`src/rtl/sdram_pkg.sv`:
```
// Shared constants and state encodings for the SDRAM arbiter slice.
package sdram_pkg;

  localparam logic [3:0] CMD_NOP  = 4'b0111;
  localparam logic [3:0] CMD_AREF = 4'b0001;
  localparam logic [3:0] CMD_PRE  = 4'b0010;

  localparam int TMO_W = 10;

  typedef enum logic [2:0] {
    ST_INIT  = 3'd0,
    ST_ARBIT = 3'd1,
    ST_AREF  = 3'd2,
    ST_WRITE = 3'd3,
    ST_READ  = 3'd4
  } arb_state_e;

endpackage

```
`src/rtl/sdram_arbit_wdog.sv`:
```
// Busy-state watchdog: counts cycles spent in a granted state and flags an expiry
// when the owner never signals its end. Only built with SDRAM_ARB_TIMEOUT_EN.
module sdram_arbit_wdog
  import sdram_pkg::*;
#(
  parameter int TIMEOUT_CYC = 1023
) (
  input  logic clk,
  input  logic rst,
  input  logic busy,
  input  logic state_chg,
  input  logic end_match,
  output logic expire,
  output logic err_timeout
);

  localparam logic [TMO_W-1:0] LIMIT = TMO_W'(TIMEOUT_CYC);

  logic [TMO_W-1:0] cnt_q, cnt_d;
  logic             err_q, err_d;

  // The owner's end flag beats the limit when both land in the same cycle.
  always_comb begin
    expire = busy && (cnt_q == LIMIT) && !end_match;
    cnt_d  = (state_chg || !busy) ? '0 : cnt_q + 1'b1;
    err_d  = expire;
  end

  always_ff @(posedge clk or posedge rst) begin
    if (rst) begin
      cnt_q <= '0;
      err_q <= 1'b0;
    end else begin
      cnt_q <= cnt_d;
      err_q <= err_d;
    end
  end

  assign err_timeout = err_q;

endmodule

```
`src/rtl/sdram_arbit.sv`:
```
// SDRAM bus arbiter: grants refresh/write/read engines one at a time and muxes the
// owner's command/address onto the pins. Optional watchdog: SDRAM_ARB_TIMEOUT_EN.
module sdram_arbit
  import sdram_pkg::*;
#(
  parameter logic [3:0] CMD_NOP = 4'b0111
`ifdef SDRAM_ARB_TIMEOUT_EN
  , parameter int TIMEOUT_CYC = 1023
`endif
) (
  input  logic        clk,
  input  logic        rst,
  input  logic        flag_init_end,
  input  logic [3:0]  init_cmd,
  input  logic [11:0] init_addr,
  input  logic        ref_req,
  output logic        ref_en,
  input  logic        flag_ref_end,
  input  logic [3:0]  aref_cmd,
  input  logic [11:0] aref_addr,
  input  logic        wr_req,
  output logic        wr_en,
  input  logic        flag_wr_end,
  input  logic [3:0]  wr_cmd,
  input  logic [11:0] wr_addr,
  input  logic        rd_req,
  output logic        rd_en,
  input  logic        flag_rd_end,
  input  logic [3:0]  rd_cmd,
  input  logic [11:0] rd_addr,
  output logic [3:0]  sdram_cmd,
  output logic [11:0] sdram_addr,
  output logic        sdram_cke,
  output logic [2:0]  arb_state,
  output logic        err_timeout
);

  arb_state_e state_q, state_d;
  logic       ref_en_q, ref_en_d;
  logic       wr_en_q, wr_en_d;
  logic       rd_en_q, rd_en_d;
  logic       cke_q;
  logic       expire;

`ifdef SDRAM_ARB_TIMEOUT_EN
  logic busy;
  logic end_match;

  assign busy      = (state_q == ST_AREF) || (state_q == ST_WRITE) || (state_q == ST_READ);
  assign end_match = ((state_q == ST_AREF)  && flag_ref_end) ||
                     ((state_q == ST_WRITE) && flag_wr_end)  ||
                     ((state_q == ST_READ)  && flag_rd_end);

  sdram_arbit_wdog #(
    .TIMEOUT_CYC (TIMEOUT_CYC)
  ) u_wdog (
    .clk         (clk),
    .rst         (rst),
    .busy        (busy),
    .state_chg   (state_d != state_q),
    .end_match   (end_match),
    .expire      (expire),
    .err_timeout (err_timeout)
  );
`else
  assign expire      = 1'b0;
  assign err_timeout = 1'b0;
`endif

  // Every busy state exits to ARBIT, so back-to-back grants always see one ARBIT cycle.
  always_comb begin
    state_d  = state_q;
    ref_en_d = 1'b0;
    wr_en_d  = 1'b0;
    rd_en_d  = 1'b0;
    case (state_q)
      ST_INIT: begin
        if (flag_init_end) state_d = ST_ARBIT;
      end
      ST_ARBIT: begin
        if (ref_req) begin
          state_d  = ST_AREF;
          ref_en_d = 1'b1;
        end else if (wr_req) begin
          state_d = ST_WRITE;
          wr_en_d = 1'b1;
        end else if (rd_req) begin
          state_d = ST_READ;
          rd_en_d = 1'b1;
        end
      end
      ST_AREF:  if (flag_ref_end || expire) state_d = ST_ARBIT;
      ST_WRITE: if (flag_wr_end  || expire) state_d = ST_ARBIT;
      ST_READ:  if (flag_rd_end  || expire) state_d = ST_ARBIT;
      default:  state_d = ST_INIT;
    endcase
  end

  always_ff @(posedge clk or posedge rst) begin
    if (rst) begin
      state_q  <= ST_INIT;
      ref_en_q <= 1'b0;
      wr_en_q  <= 1'b0;
      rd_en_q  <= 1'b0;
      cke_q    <= 1'b1;
    end else begin
      state_q  <= state_d;
      ref_en_q <= ref_en_d;
      wr_en_q  <= wr_en_d;
      rd_en_q  <= rd_en_d;
      cke_q    <= 1'b1;
    end
  end

  // Mux is driven from the registered state only, so engine commands pass straight through.
  always_comb begin
    sdram_cmd  = CMD_NOP;
    sdram_addr = 12'd0;
    case (state_q)
      ST_INIT: begin
        sdram_cmd  = init_cmd;
        sdram_addr = init_addr;
      end
      ST_AREF: begin
        sdram_cmd  = aref_cmd;
        sdram_addr = aref_addr;
      end
      ST_WRITE: begin
        sdram_cmd  = wr_cmd;
        sdram_addr = wr_addr;
      end
      ST_READ: begin
        sdram_cmd  = rd_cmd;
        sdram_addr = rd_addr;
      end
      default: begin
        sdram_cmd  = CMD_NOP;
        sdram_addr = 12'd0;
      end
    endcase
  end

  assign ref_en    = ref_en_q;
  assign wr_en     = wr_en_q;
  assign rd_en     = rd_en_q;
  assign sdram_cke = cke_q;
  assign arb_state = state_q;

endmodule

```
`config.mk`:
```
export PLATFORM = sky130hd
export DESIGN_NAME = sdram_arbit
export DESIGN_NICKNAME = d
export VERILOG_FILES = /design/src/rtl/sdram_pkg.sv /design/src/rtl/sdram_arbit_wdog.sv /design/src/rtl/sdram_arbit.sv
export SDC_FILE = /design/constraint.sdc
export NUM_CORES = 1
export LEC_CHECK = 0
export BUFFER_PORTS_ARGS = -buffer_cell sky130_fd_sc_hd__buf_4
export CORE_MARGIN = 3
export CORE_UTILIZATION = 32
export CTS_CLUSTER_SIZE = 24
export DETAILED_ROUTE_END_ITERATION = 7
export GPL_TIMING_DRIVEN = 0
export PLACE_DENSITY = 0.81
export SETUP_SLACK_MARGIN = 0.5
export SYNTH_ARGS = -nofsm -noshare
export SYNTH_HDL_FRONTEND = slang
export SYNTH_SLANG_ARGS = --single-unit
```
`constraint.sdc`:
```
create_clock -name clk -period 1.4 [get_ports clk]
set_input_delay 0 -clock clk [delete_from_list [all_inputs] [get_ports clk]]
set_output_delay 0 -clock clk [all_outputs]
set_load 0.005 [all_outputs]
```
# Word-level counts from Yosys, hierarchy flattened
# Index checks and enable logic that the tools add are counted.
[op_classes]
n_eq_ne = 9
mux = 19
n_reduce_logical = 2
[ops]
columns = ["cell", "n"]
rows = [
  ["12-bit one-hot mux with 4 select lines", 1],
  ["3-bit 2-to-1 mux", 7],
  ["4-bit one-hot mux with 4 select lines", 1],
  ["3-bit one-hot mux with 5 select lines", 1],
  ["1-bit 2-to-1 mux", 9],
  ["2-bit != test, second input constant", 4],
  ["3-bit by 2-bit == test with 1-bit output, second input constant", 2],
  ["5-bit AND reduction", 1],
  ["4-bit != test, second input constant", 1],
  ["3-bit by 1-bit == test with 1-bit output, second input constant", 1],
  ["3-bit == test, second input constant", 1],
  ["3-bit logical NOT", 1],
]
[word_totals]
ff_bits = 6
word_cells = 34

# Logic depth before layout (Yosys ltp)
[depth]
depth_word = 4
mapped_depth = 5
ltp_nobuf = 3

# Least setup slack after synthesis
# Ideal clock, no wire load.
[synth_timing]
path_kind = "register to output"
from = "register state_q[0] (netlist: arb_state[0])"
to = "output port sdram_addr[0]"
arrival_time_ps = 1234
path_stages_with_launch = 5
path_slack_ps = 166
path_cell_list = "dfrtp_1 > nor2b_1 > and2_1 > buf_4 > a221o_1"
[synth_via]
elab_chain_cells = 2
elab_cells_between_ends = 5
cone_classes = "3 x eq/ne; 1 x mux; 1 x reduce/logical"
[synth_rtl]
columns = ["element", "line", "source"]
rows = [
  ["start: declaration", "sdram_arbit.sv:38", "arb_state_e state_q, state_d;"],
  ["start signal: assignment", "sdram_arbit.sv:107", "state_q <= state_d;"],
  ["3-bit == test (tied with other cells)", "sdram_arbit.sv:119", "case (state_q)"],
  ["12-bit one-hot mux with 4 select lines (*)", "sdram_arbit.sv:119", ""],
  ["end: declaration", "sdram_arbit.sv:32", "output logic [11:0] sdram_addr,"],
]
# Mark *: on every way between the ends. The rest lies on a longest branch, timed or not.

# Final worst setup path
[layout_timing]
from = "register state_q[1] (netlist: arb_state[1])"
to = "output port sdram_addr[3]"
# The elaborated chain is that of the path after synthesis.

==> results_dict.tcl <==
set metrics [dict create \
    status "complete, but fails checks" \
    violations "setup timing" \
    grt_pass1_vias 1090 \
    clk_pin_slew_ns 0.06 \
    drv_cap 0 \
    wl_per_cell_um 17.2 \
    synth_top_area_cell "mux2i_1" \
    cts_root_buf "clkbuf_4" \
    reg2reg_from "arb_state[1]$_DFFE_PP0P_" \
    fin_crit_sh_pct 115 \
    ff2ff_setup_slack_ns 0.04 \
    viasPerCell 5.18 \
    num_antenna_cells 0 \
    areaGrowthSynthToFinish_pct 141 \
    clk_latency_ns 0.25 \
    synth_area_leaders "mux2i_1, dfrtp_1, a221o_1" \
    cts_made_buffers 3 \
    post_route_cells_drive_above_1_share_pct 67.2 \
    overflow 0 \
    clk_path_buf_depth 2 \
    place_congestion 0.825 \
    cts_tree "built" \
    die_y_um 54.8 \
    ys_ff_latch 6 \
    synth_edf_count 0 \
    ys_types 26 \
    synth_ff_type "dfrtp_1" \
    critPathArrivalTime_ns 1.62 \
    setup_viol_count_final 16 \
    drt_iter0_drc 30 \
    async_flop_share_pct 100 \
    pre_cts_ws_ns 0.0631 \
    ys_seq_area_share_pct 19.7 \
    die_area_sq_mm 0.00301 \
    cp-start-kind "flop" \
    netlist.area_leader.share_pct 21.0 \
    critical_path.endpoint "sdram_addr[3]" \
    synth_common_cells "mux2i_1, nor2_1, a221o_1" \
    synthCells 90 \
    grt_setup_unrepaired "true" \
    rows 17 \
    htreeDepth 1 \
    coreArea_sq_mm 0.00223 \
    nets 278 \
    syn_area_per_cell_sq_um 8.48 \
    antenna_found_initial 0 \
    drt-total-wl_um 3990 \
    ant_nets 0 \
    required_ns 1.40 \
    yosysWarningCount 0 \
    min_path_type "primary input to flop" \
    vias 1201 \
    total_power_uw 2850 \
    dr.pass1.iters 4 \
    worstReg2RegEnd "arb_state[1]$_DFFE_PP0P_" \
    synth_area_sq_um 763 \
    end_kind "primary output" \
    grt_use_total_pct 22.0 \
    p_leak_uw 0.000945 \
    cellPowerDensity_mw_per_mm2 1550 \
    cts_sinks 6 \
    clock_skew_ns 0.0122 \
    max-vdd-ir-drop_uv 1180 \
    port_buffers 94 \
    drc_errors 0 \
    synthesis.nets 163 \
    finalHoldViolCount 0 \
    worstPathMaxFanout 7 \
    fmax_ghz 0.618 \
    dpl.hpwl_um 2550 \
    path_class "flop to primary output" \
    fin_crit_ns 1.62 \
    grt_max_degree 11 \
    layout_setup_ws_ns -0.217 \
    startpoint "arb_state[1]$_DFFE_PP0P_" \
    r2r_cells 6 \
    dieWidth_um 54.8 \
    synth_most_common_cell "mux2i_1" \
    ios 97 \
    slew_viol_final 0 \
    start_util_pct 34.2 \
    grt_pass1_wl_um 4730 \
]
-- what timing repair did --
action	CTS	global route
gates cloned	2	1
setup endpoints to repair	22	23
endpoints found under the hold margin	8	0
resized for setup	16	10
hold buffers	3	0
pin swaps	3	4
buffers inserted	9	1
-- layout by cell type (no fill, tap or decap) --
cell and n:
buf_4 101, nor2_1 14, mux2i_1 13, a221o_1 13, buf_6 11, nand2_1 6
dfrtp_1 5, mux2i_2 3, o221a_1 3, clkbuf_4 3, dlygate4sd3_1 3, inv_1 2
buf_8 2, a21oi_2 2, and2_4 2, conb_1 2, nand2b_1 1, mux2_4 1
nor2_2 1, o31ai_1 1, nand2_2 1, buf_12 1, nand2b_4 1, nor4_4 1
o21bai_1 1, nor2b_4 1, or2_4 1, nor4b_4 1, nor3_4 1, o311ai_2 1
or3b_1 1, a21oi_1 1, dfrtp_2 1, clkbuf_1 1, clkbuf_16 1
-- routing by layer --
metal / part of all wire (%) / track usage [%] / up-vias
li1: - / - / 569
met4: 1.0 / 7.47 / 0
met2: 59 / 40.9 / 48
met5: 0 / 0 / -
met3: 3.9 / 2.18 / 4
met1: 36 / 25.6 / 580
-- area by class of cell --
type	instances	area, sq um
flip-flops and latches	6	151
plain buffers	9	103
fillers	137	397
repair buffers	110	885
clock buffers	4	26.3
well taps	28	35.0
inverters	2	7.51
multi-input cells	73	629
-- how the worst min path moves through the flow --
stage            from                        to  slack [ns]  depth (start not counted)
6_report       wr_req           wr_en$_DFF_PP0_        0.04                          2
5_1_grt        wr_req           wr_en$_DFF_PP0_        0.04                          2
4_1_cts        wr_req           wr_en$_DFF_PP0_        0.04                          2
3_5_place_dp      rst  arb_state[2]$_DFFE_PP0P_       -0.08                          2
3_3_place_gp      rst           rd_en$_DFF_PP0_       -0.08                          2
2_1_floorplan     rst  arb_state[1]$_DFFE_PP0P_       -0.21                          1
-- sequential cells by signal, summed over array words and instances (netlist names) --
signal     flops
arb_state      3
rd_en          1
ref_en         1
wr_en          1
-- metrics by stage --
| step | TNS [ns] | instance area (sq um) | std cells | hold slack [ns] | utilization (%) |
|---|---|---|---|---|---|
| final | -2.69 | 1840 | 232 | 0.0408 | 82.2 |
| after global routing | -3.54 | 1840 | 232 | 0.0352 | 82.2 |
| after CTS | -1.90 | 1760 | 230 | 0.0386 | 79.0 |
| after detailed placement | 0 | 1560 | 212 | -0.0762 | 70.0 |
| after global placement | 0 | 1560 | 212 | -0.0787 | 70.0 |
| after floorplan | 0 | 822 | 90 | -0.209 | - |
-- worst max-delay path, stage by stage, from the launching register on --
cell and delay [ns]:
dfrtp_1 0.36, buf_6 0.16, nor2_2 0.07, and2_4 0.16, buf_6 0.13, a221o_1 0.34, buf_4 0.15
-- power breakdown --
| group | internal [uW] | switching [uW] | total [uW] |
|---|---|---|---|
| combinational | 1430 | 966 | 2400 |
| sequential | 223 | 47.9 | 271 |
| clock | 109 | 74.8 | 184 |
| total | 1770 | 1090 | 2850 |
-- cell families after synthesis --
logic type	count (synthesis)	synth area share (%)
other cells	2	0.984
flops	6	19.7
mux	17	22.5
simple gates	32	21.0
compound gates	22	26.6
buf+inv	11	9.34
(Power assumes the default switching activity.)
